[src/rtl/tick_monitor_if.sv]
// Tick monitor bus: upstream tick/error/clear in, measurement and status out.
interface tick_monitor_if #(
    parameter int unsigned CBITS = 14
);
    logic              tick;
    logic              up_err;
    logic              clear;
    logic [CBITS:0]    period;
    logic [15:0]       tick_cnt;
    logic              locked;
    logic              err;

    // Driver side (stimulus / upstream + status consumer)
    modport master (
        output tick, up_err, clear,
        input  period, tick_cnt, locked, err
    );

    // Monitor side
    modport slave (
        input  tick, up_err, clear,
        output period, tick_cnt, locked, err
    );
endinterface

[src/rtl/tick_monitor.sv]
// Tick monitor: measures the interval between upstream period ticks, locks
// after LOCK_CNT consecutive in-window ticks and flags early/missing ticks.
// Optional macro TICK_MON_STICKY_ERR_EN: err holds in FAULT until clear/reset;
// otherwise err pulses one cycle and FAULT falls back to IDLE.
module tick_monitor #(
    parameter int unsigned N        = 10000,
    parameter int unsigned CBITS    = 14,
    parameter int unsigned TOL      = 2,
    parameter int unsigned LOCK_CNT = 4
) (
    input  logic           clk,
    input  logic           rst,
    tick_monitor_if.slave  bus
);

    localparam int unsigned W  = CBITS + 1;
    localparam int unsigned MW = W + 1;
    localparam int unsigned GW = $clog2(LOCK_CNT + 1);
    localparam int unsigned P  = N + 1;

    localparam logic [MW-1:0] P_LO = MW'(P - TOL);
    localparam logic [MW-1:0] P_HI = MW'(P + TOL);
    localparam logic [MW-1:0] P_TO = MW'(P + TOL + 1);

    localparam logic [1:0] IDLE    = 2'd0;
    localparam logic [1:0] MEASURE = 2'd1;
    localparam logic [1:0] LOCKED  = 2'd2;
    localparam logic [1:0] FAULT   = 2'd3;

    logic [1:0]    state_q, state_d;
    logic [W-1:0]  ivl_q, ivl_d;
    logic [GW-1:0] good_q, good_d;
    logic [W-1:0]  period_q, period_d;
    logic [15:0]   cnt_q, cnt_d;
    logic          locked_q, locked_d;
    logic          err_q, err_d;

    logic [MW-1:0] meas;
    logic [W-1:0]  meas_sat;
    logic          ivl_max;
    logic          is_good;
    logic          timeout;

    // Interval classification against the expected period window
    always_comb begin
        ivl_max  = &ivl_q;
        meas     = {1'b0, ivl_q} + MW'(1);
        meas_sat = ivl_max ? '1 : W'(meas);
        is_good  = (meas >= P_LO) && (meas <= P_HI);
        // ivl steps by one per cycle, so equality fires exactly once per gap
        timeout  = !bus.tick && (meas == P_TO);
    end

    // Next-state, counters and registered output values
    always_comb begin
        state_d  = state_q;
        ivl_d    = ivl_max ? ivl_q : ivl_q + W'(1);
        good_d   = good_q;
        period_d = period_q;
        cnt_d    = cnt_q;
        locked_d = 1'b0;
        err_d    = 1'b0;

        if (bus.tick) begin
            ivl_d = '0;
            cnt_d = cnt_q + 16'd1;
            if (state_q != IDLE) begin
                period_d = meas_sat;
            end
        end

        case (state_q)
            IDLE: begin
                if (bus.tick) begin
                    state_d = MEASURE;
                    good_d  = '0;
                end
            end
            MEASURE: begin
                if (bus.up_err) begin
                    state_d = FAULT;
                end else if (timeout) begin
                    state_d = IDLE;
                    good_d  = '0;
                end else if (bus.tick) begin
                    if (is_good) begin
                        good_d = good_q + GW'(1);
                        if (good_q == GW'(LOCK_CNT - 1)) begin
                            state_d = LOCKED;
                        end
                    end else begin
                        good_d = '0;
                    end
                end
            end
            LOCKED: begin
                if (bus.up_err || timeout || (bus.tick && !is_good)) begin
                    state_d = FAULT;
                end
            end
            FAULT: begin
`ifdef TICK_MON_STICKY_ERR_EN
                state_d = FAULT;
`else
                state_d = IDLE;
                good_d  = '0;
`endif
            end
            default: begin
                state_d = IDLE;
                good_d  = '0;
            end
        endcase

        locked_d = (state_d == LOCKED);
`ifdef TICK_MON_STICKY_ERR_EN
        err_d    = (state_d == FAULT);
`else
        err_d    = (state_d == FAULT) && (state_q != FAULT);
`endif

        // Clear restarts the monitor and swallows a same-cycle tick
        if (bus.clear) begin
            state_d  = IDLE;
            good_d   = '0;
            ivl_d    = '0;
            period_d = period_q;
            cnt_d    = cnt_q;
            locked_d = 1'b0;
            err_d    = 1'b0;
        end
    end

    // State and output registers
    always_ff @(posedge clk or negedge rst) begin
        if (!rst) begin
            state_q  <= IDLE;
            ivl_q    <= '0;
            good_q   <= '0;
            period_q <= '0;
            cnt_q    <= '0;
            locked_q <= 1'b0;
            err_q    <= 1'b0;
        end else begin
            state_q  <= state_d;
            ivl_q    <= ivl_d;
            good_q   <= good_d;
            period_q <= period_d;
            cnt_q    <= cnt_d;
            locked_q <= locked_d;
            err_q    <= err_d;
        end
    end

    assign bus.period   = period_q;
    assign bus.tick_cnt = cnt_q;
    assign bus.locked   = locked_q;
    assign bus.err      = err_q;

endmodule

[src/flat_wrapper.sv]
// flat-port wrapper written by rule: the top's interface ports become plain ports
module tick_monitor_flat 
#(
    parameter int unsigned N        = 10000,
    parameter int unsigned CBITS    = 14,
    parameter int unsigned TOL      = 2,
    parameter int unsigned LOCK_CNT = 4
)
  (clk, rst, bus_tick, bus_up_err, bus_clear, bus_period, bus_tick_cnt, bus_locked, bus_err);
  tick_monitor_if #(.CBITS(CBITS)) bus_i ();
  input  logic clk;
  input  logic rst;
  input wire logic [$bits(bus_i.tick)-1:0] bus_tick;
  input wire logic [$bits(bus_i.up_err)-1:0] bus_up_err;
  input wire logic [$bits(bus_i.clear)-1:0] bus_clear;
  output wire logic [$bits(bus_i.period)-1:0] bus_period;
  output wire logic [$bits(bus_i.tick_cnt)-1:0] bus_tick_cnt;
  output wire logic [$bits(bus_i.locked)-1:0] bus_locked;
  output wire logic [$bits(bus_i.err)-1:0] bus_err;
  assign bus_i.tick = bus_tick;
  assign bus_i.up_err = bus_up_err;
  assign bus_i.clear = bus_clear;
  assign bus_period = bus_i.period;
  assign bus_tick_cnt = bus_i.tick_cnt;
  assign bus_locked = bus_i.locked;
  assign bus_err = bus_i.err;
  tick_monitor #(.N(N), .CBITS(CBITS), .TOL(TOL), .LOCK_CNT(LOCK_CNT)) u_core (.clk(clk), .rst(rst), .bus(bus_i));
endmodule
[config.mk]
export PLATFORM = sky130hd
export DESIGN_NAME = tick_monitor_flat
export DESIGN_NICKNAME = d
export VERILOG_FILES = /design/src/rtl/tick_monitor_if.sv /design/src/rtl/tick_monitor.sv /design/src/flat_wrapper.sv
export SDC_FILE = /design/constraint.sdc
export NUM_CORES = 1
export LEC_CHECK = 0
export BUFFER_PORTS_ARGS = -buffer_cell sky130_fd_sc_hd__clkbuf_2
export CORE_MARGIN = 8
export CORE_UTILIZATION = 52
export DETAILED_ROUTE_END_ITERATION = 8
export PLACE_DENSITY_LB_ADDON = 0.05
export RECOVER_POWER = 50
export SYNTH_ARGS = -nofsm -noshare
export SYNTH_HDL_FRONTEND = slang
export SYNTH_SLANG_ARGS = --single-unit
[constraint.sdc]
create_clock -name clk -period 2.6 [get_ports clk]
set_clock_uncertainty 0.15 [all_clocks]
set_input_delay 0.13 -clock clk [delete_from_list [all_inputs] [get_ports clk]]
set_output_delay 0.13 -clock clk [all_outputs]
set_load 0.02 [all_outputs]
==> summary.md <==
| Metric | Value |
|---|---|
| Post-synthesis compound-gate area fraction | `12.5%` |
| Slew of the pin with the lowest slew margin | `0.882 ns` |
| Flop pwr share | `42.6%` |
| DIE AREA | `8400 sq um` |
| Post-Synth XOR/XNOR Area | `7.35%` |
| First-pass GRT wire length | `12100 microns` |
| Leakage Power | `0.00170 uW` |
| Yosys warnings | `0` |
| Ys async rst share | `100%` |
| Post-route ant nets | `0` |
| DRC viols | `0` |
| Final setup vio count | `6` |
| Io pins | `38` |
| Commonest non-fill, non-tap cell in the layout | `dfrtp_1` |
| Port Buffers | `37` |
| Post-Syn Nets | `330` |
| Synth Flop Type | `dfrtp_1` |
| Final worst-path cycle share | `104%` |
| Relative slew slack | `41.2%` |
| H-tree depth | `2` |
| Setup Slack @ Placement | `-0.132 ns` |
| DR pass1 iterations | `4` |
| Worst VDD drop | `0.540 mV` |
| Largest family of logic cells by synthesized area | `simple AND/OR/NAND/NOR gates` |
| Post-synthesis mux area share | `2.10%` |
| Outcome | `finished with violations` |
| Grt total ovfl | `0` |
| Gr usage total | `17.5%` |
| Initial antenna violation count | `0` |
| Nets@finish | `411` |
| Arr. time, crit path | `2.79 ns` |
| Power per cell area | `704 nW/um^2` |
| CTS tree | `built` |
| Net Sw Frac | `39.0%` |
| RSZ-0062 raised after global routing | `yes` |
| Area grow syn2layout | `28.0%` |
| Failing checks | `negative setup slack` |
| Power share of the clock group | `21.4%` |
| CTS Root Cell | `clkbuf_8` |
| Critical Path End Type | `flop` |
| Post-Syn Instances | `315` |
| Synth area leader | `dfrtp_1` |
| Total number of vias | `2545` |
| Vias in the first global route | `2452` |
| Synth Area in Adders | `4.20%` |
| Max Fanout on Critical Path | `5` |
| WL final | `7470 microns` |
| Max Cap Viol | `0` |
| Die H | `91.7 microns` |
| Largest net degree at the start of global routing | `38` |
| Internal power | `1640 uW` |
| PnR worst setup slack | `-0.0994 ns` |
| Post-synthesis simple-gate area fraction | `24.6%` |
| Req. time, crit path | `2.69 ns` |
| Core ar. | `5510 sq um` |
| Avg Vias per Cell | `5.43` |
| #FFs+latches synth | `53` |
| Syn_area_per_cell | `9.45 sq um` |
| CP startpoint kind | `flop` |
| Clk sinks | `53` |
| Layout cell share with drive strength beyond 1 | `26.2%` |
| Most frequent cells in the layout | `dfrtp_1, nor2_1, buf_4` |
| Logic gate share of total power | `36.0%` |
| Post-Syn Area | `2980 sq um` |
| Wire length per cell | `15.9 microns` |
| HP Class | `input port to flop` |
| Top cell type's share of synthesized area | `44.5%` |
| Number of flops mapped to enable cells by yosys | `0` |
| Clock Latency Late Sink | `0.31 ns` |
| Starting density of the core | `54.1%` |
| Clock period minus worst slack | `2.70 ns` |
| Leading post-synthesis cells by cell area | `dfrtp_1, nor2_1, xnor2_1` |
| Die W | `91.7 microns` |
| Fmax | `0.370 GHz` |
| Initial DRC count | `142` |
| Pins Over Slew Limit | `0` |
| Crit Path Class | `flop to flop` |
| Total power | `2680 uW` |
| Hold Fails Final Rpt | `0` |
| Unique cell type count in the Yosys netlist | `56` |
| # rows | `27` |
| Clock tree buffer depth | `2` |
| TritonCTS Buffers | `5` |
| Net Sw Power | `1050 uW` |
| ANT cells | `0` |
| Share of the yosys chip area belonging to registers | `44.5%` |
| Clock-pin slew on the worst setup and hold paths | `0.10 ns` |
| GP Congestion | `0.906` |
| Final HPWL from detailed placement | `5380 microns` |
[metrics by stage]
stage	area [sq um]	cells	TNS, ns	hold slack (ns)	util (%)
after floorplan	2990	315	-0.0854	-0.316	-
after global placement	3460	447	-0.280	0.162	62.8
final	3810	469	-0.375	0.116	69.2
after CTS	3740	464	-0.0800	0.166	67.8
after detailed placement	3460	447	-0.486	0.163	62.8
after global routing	3810	469	-1.04	0.144	69.2
[worst max-delay path: stages, from the launching register on]
cell and delay [ns]:
dfrtp_1 0.42, nand4_1 0.18, nor4_4 0.29, mux2_4 0.35, nor4_4 0.33, nand2_2 0.12
a31o_4 0.28, or3_1 0.37, a21oi_1 0.14
[sequential cells by signal (all words and copies together) (netlist names)]
signal	flops
u_core.bus.tick_cnt	16
u_core.bus.period	15
u_core.ivl_q	15
u_core.good_q	3
u_core.state_q	2
u_core.bus.err	1
u_core.bus.locked	1
[synthesized netlist by cell type, types with 2 or more instances]
library cell and instances:
mux2_2 2, nand2_1 29, dfrtp_1 53, o21ai_2 2, nor3_1 7, a211oi_1 5
inv_1 9, ha_1 10, o21ai_0 3, nand4_1 4, nor2_1 49, buf_6 3
and3_1 9, nor2b_1 2, mux2i_1 4, nand2_2 2, buf_4 5, xnor2_1 15
and2_1 6, a21oi_1 26, or3_1 3, nand3_1 10, xor2_1 10, nand2b_1 3
clkbuf_1 8, nor3b_1 2, a31oi_1 5
[power by group through the flow]
stage / clock network [uW] / logic (uW) / registers, uW
2_1_floorplan: 0 / 423 / 1350
3_3_place_gp: 0 / 932 / 1160
3_5_place_dp: 0 / 956 / 1160
4_1_cts: 587 / 970 / 1150
5_1_grt: 617 / 1060 / 1170
6_report: 573 / 965 / 1140
[cell families after synthesis]
| group | Yosys count |
|---|---|
| AOI/OAI and AO/OA | 55 |
| xor gates and xnor gates | 25 |
| adders and majority gates | 10 |
| buffers and inverters | 26 |
| DFF | 53 |
| muxes | 6 |
| and+or+nand+nor | 140 |
[layout make-up]
class,instances,area (sq um)
Fill cell,451,1700
Multi-Input combinational cell,236,1670
Sequential cell,53,1330
Timing Repair Buffer,91,573
Tap cell,72,90.1
Clock buffer,5,68.8
Clock inverter,3,43.8
Inverter,9,33.8
[repair_timing]
action / 4_1_cts / 5_1_grt
setup endpoints to repair: 7 / 7
hold buffers: 2 / 0
setup buffers: 7 / 5
resized for setup: 18 / 14
endpoints found under the hold margin: 39 / 0
pin swaps: 10 / 15
[worst paths after layout]
path | startpoint | to | slack (ns) | cells after the start
max | u_core.ivl_q[5] | u_core.good_q[1] | -0.1 | 8
min | bus_up_err | u_core.state_q[1] | 0.12 | 4
max reg2reg | u_core.ivl_q[5] | u_core.good_q[1] | -0.1 | 8
min reg2reg | u_core.bus.tick_cnt[15] | u_core.bus.tick_cnt[15] | 0.33 | 1
max in group asynchronous | rst | u_core.bus.tick_cnt[2] | 1.31 | 3
min in group asynchronous | rst | u_core.bus.period[2] | 0.30 | 2
[per-layer routing]
metal	track usage, %	wire (microns)	vias up
met5	0	0	-
met4	4.64	99	0
met3	3.50	302	7
met2	26.9	3410	54
met1	24.5	3660	1240
li1	-	-	1244
No activity file was read; power rests on OpenSTA's default activity.
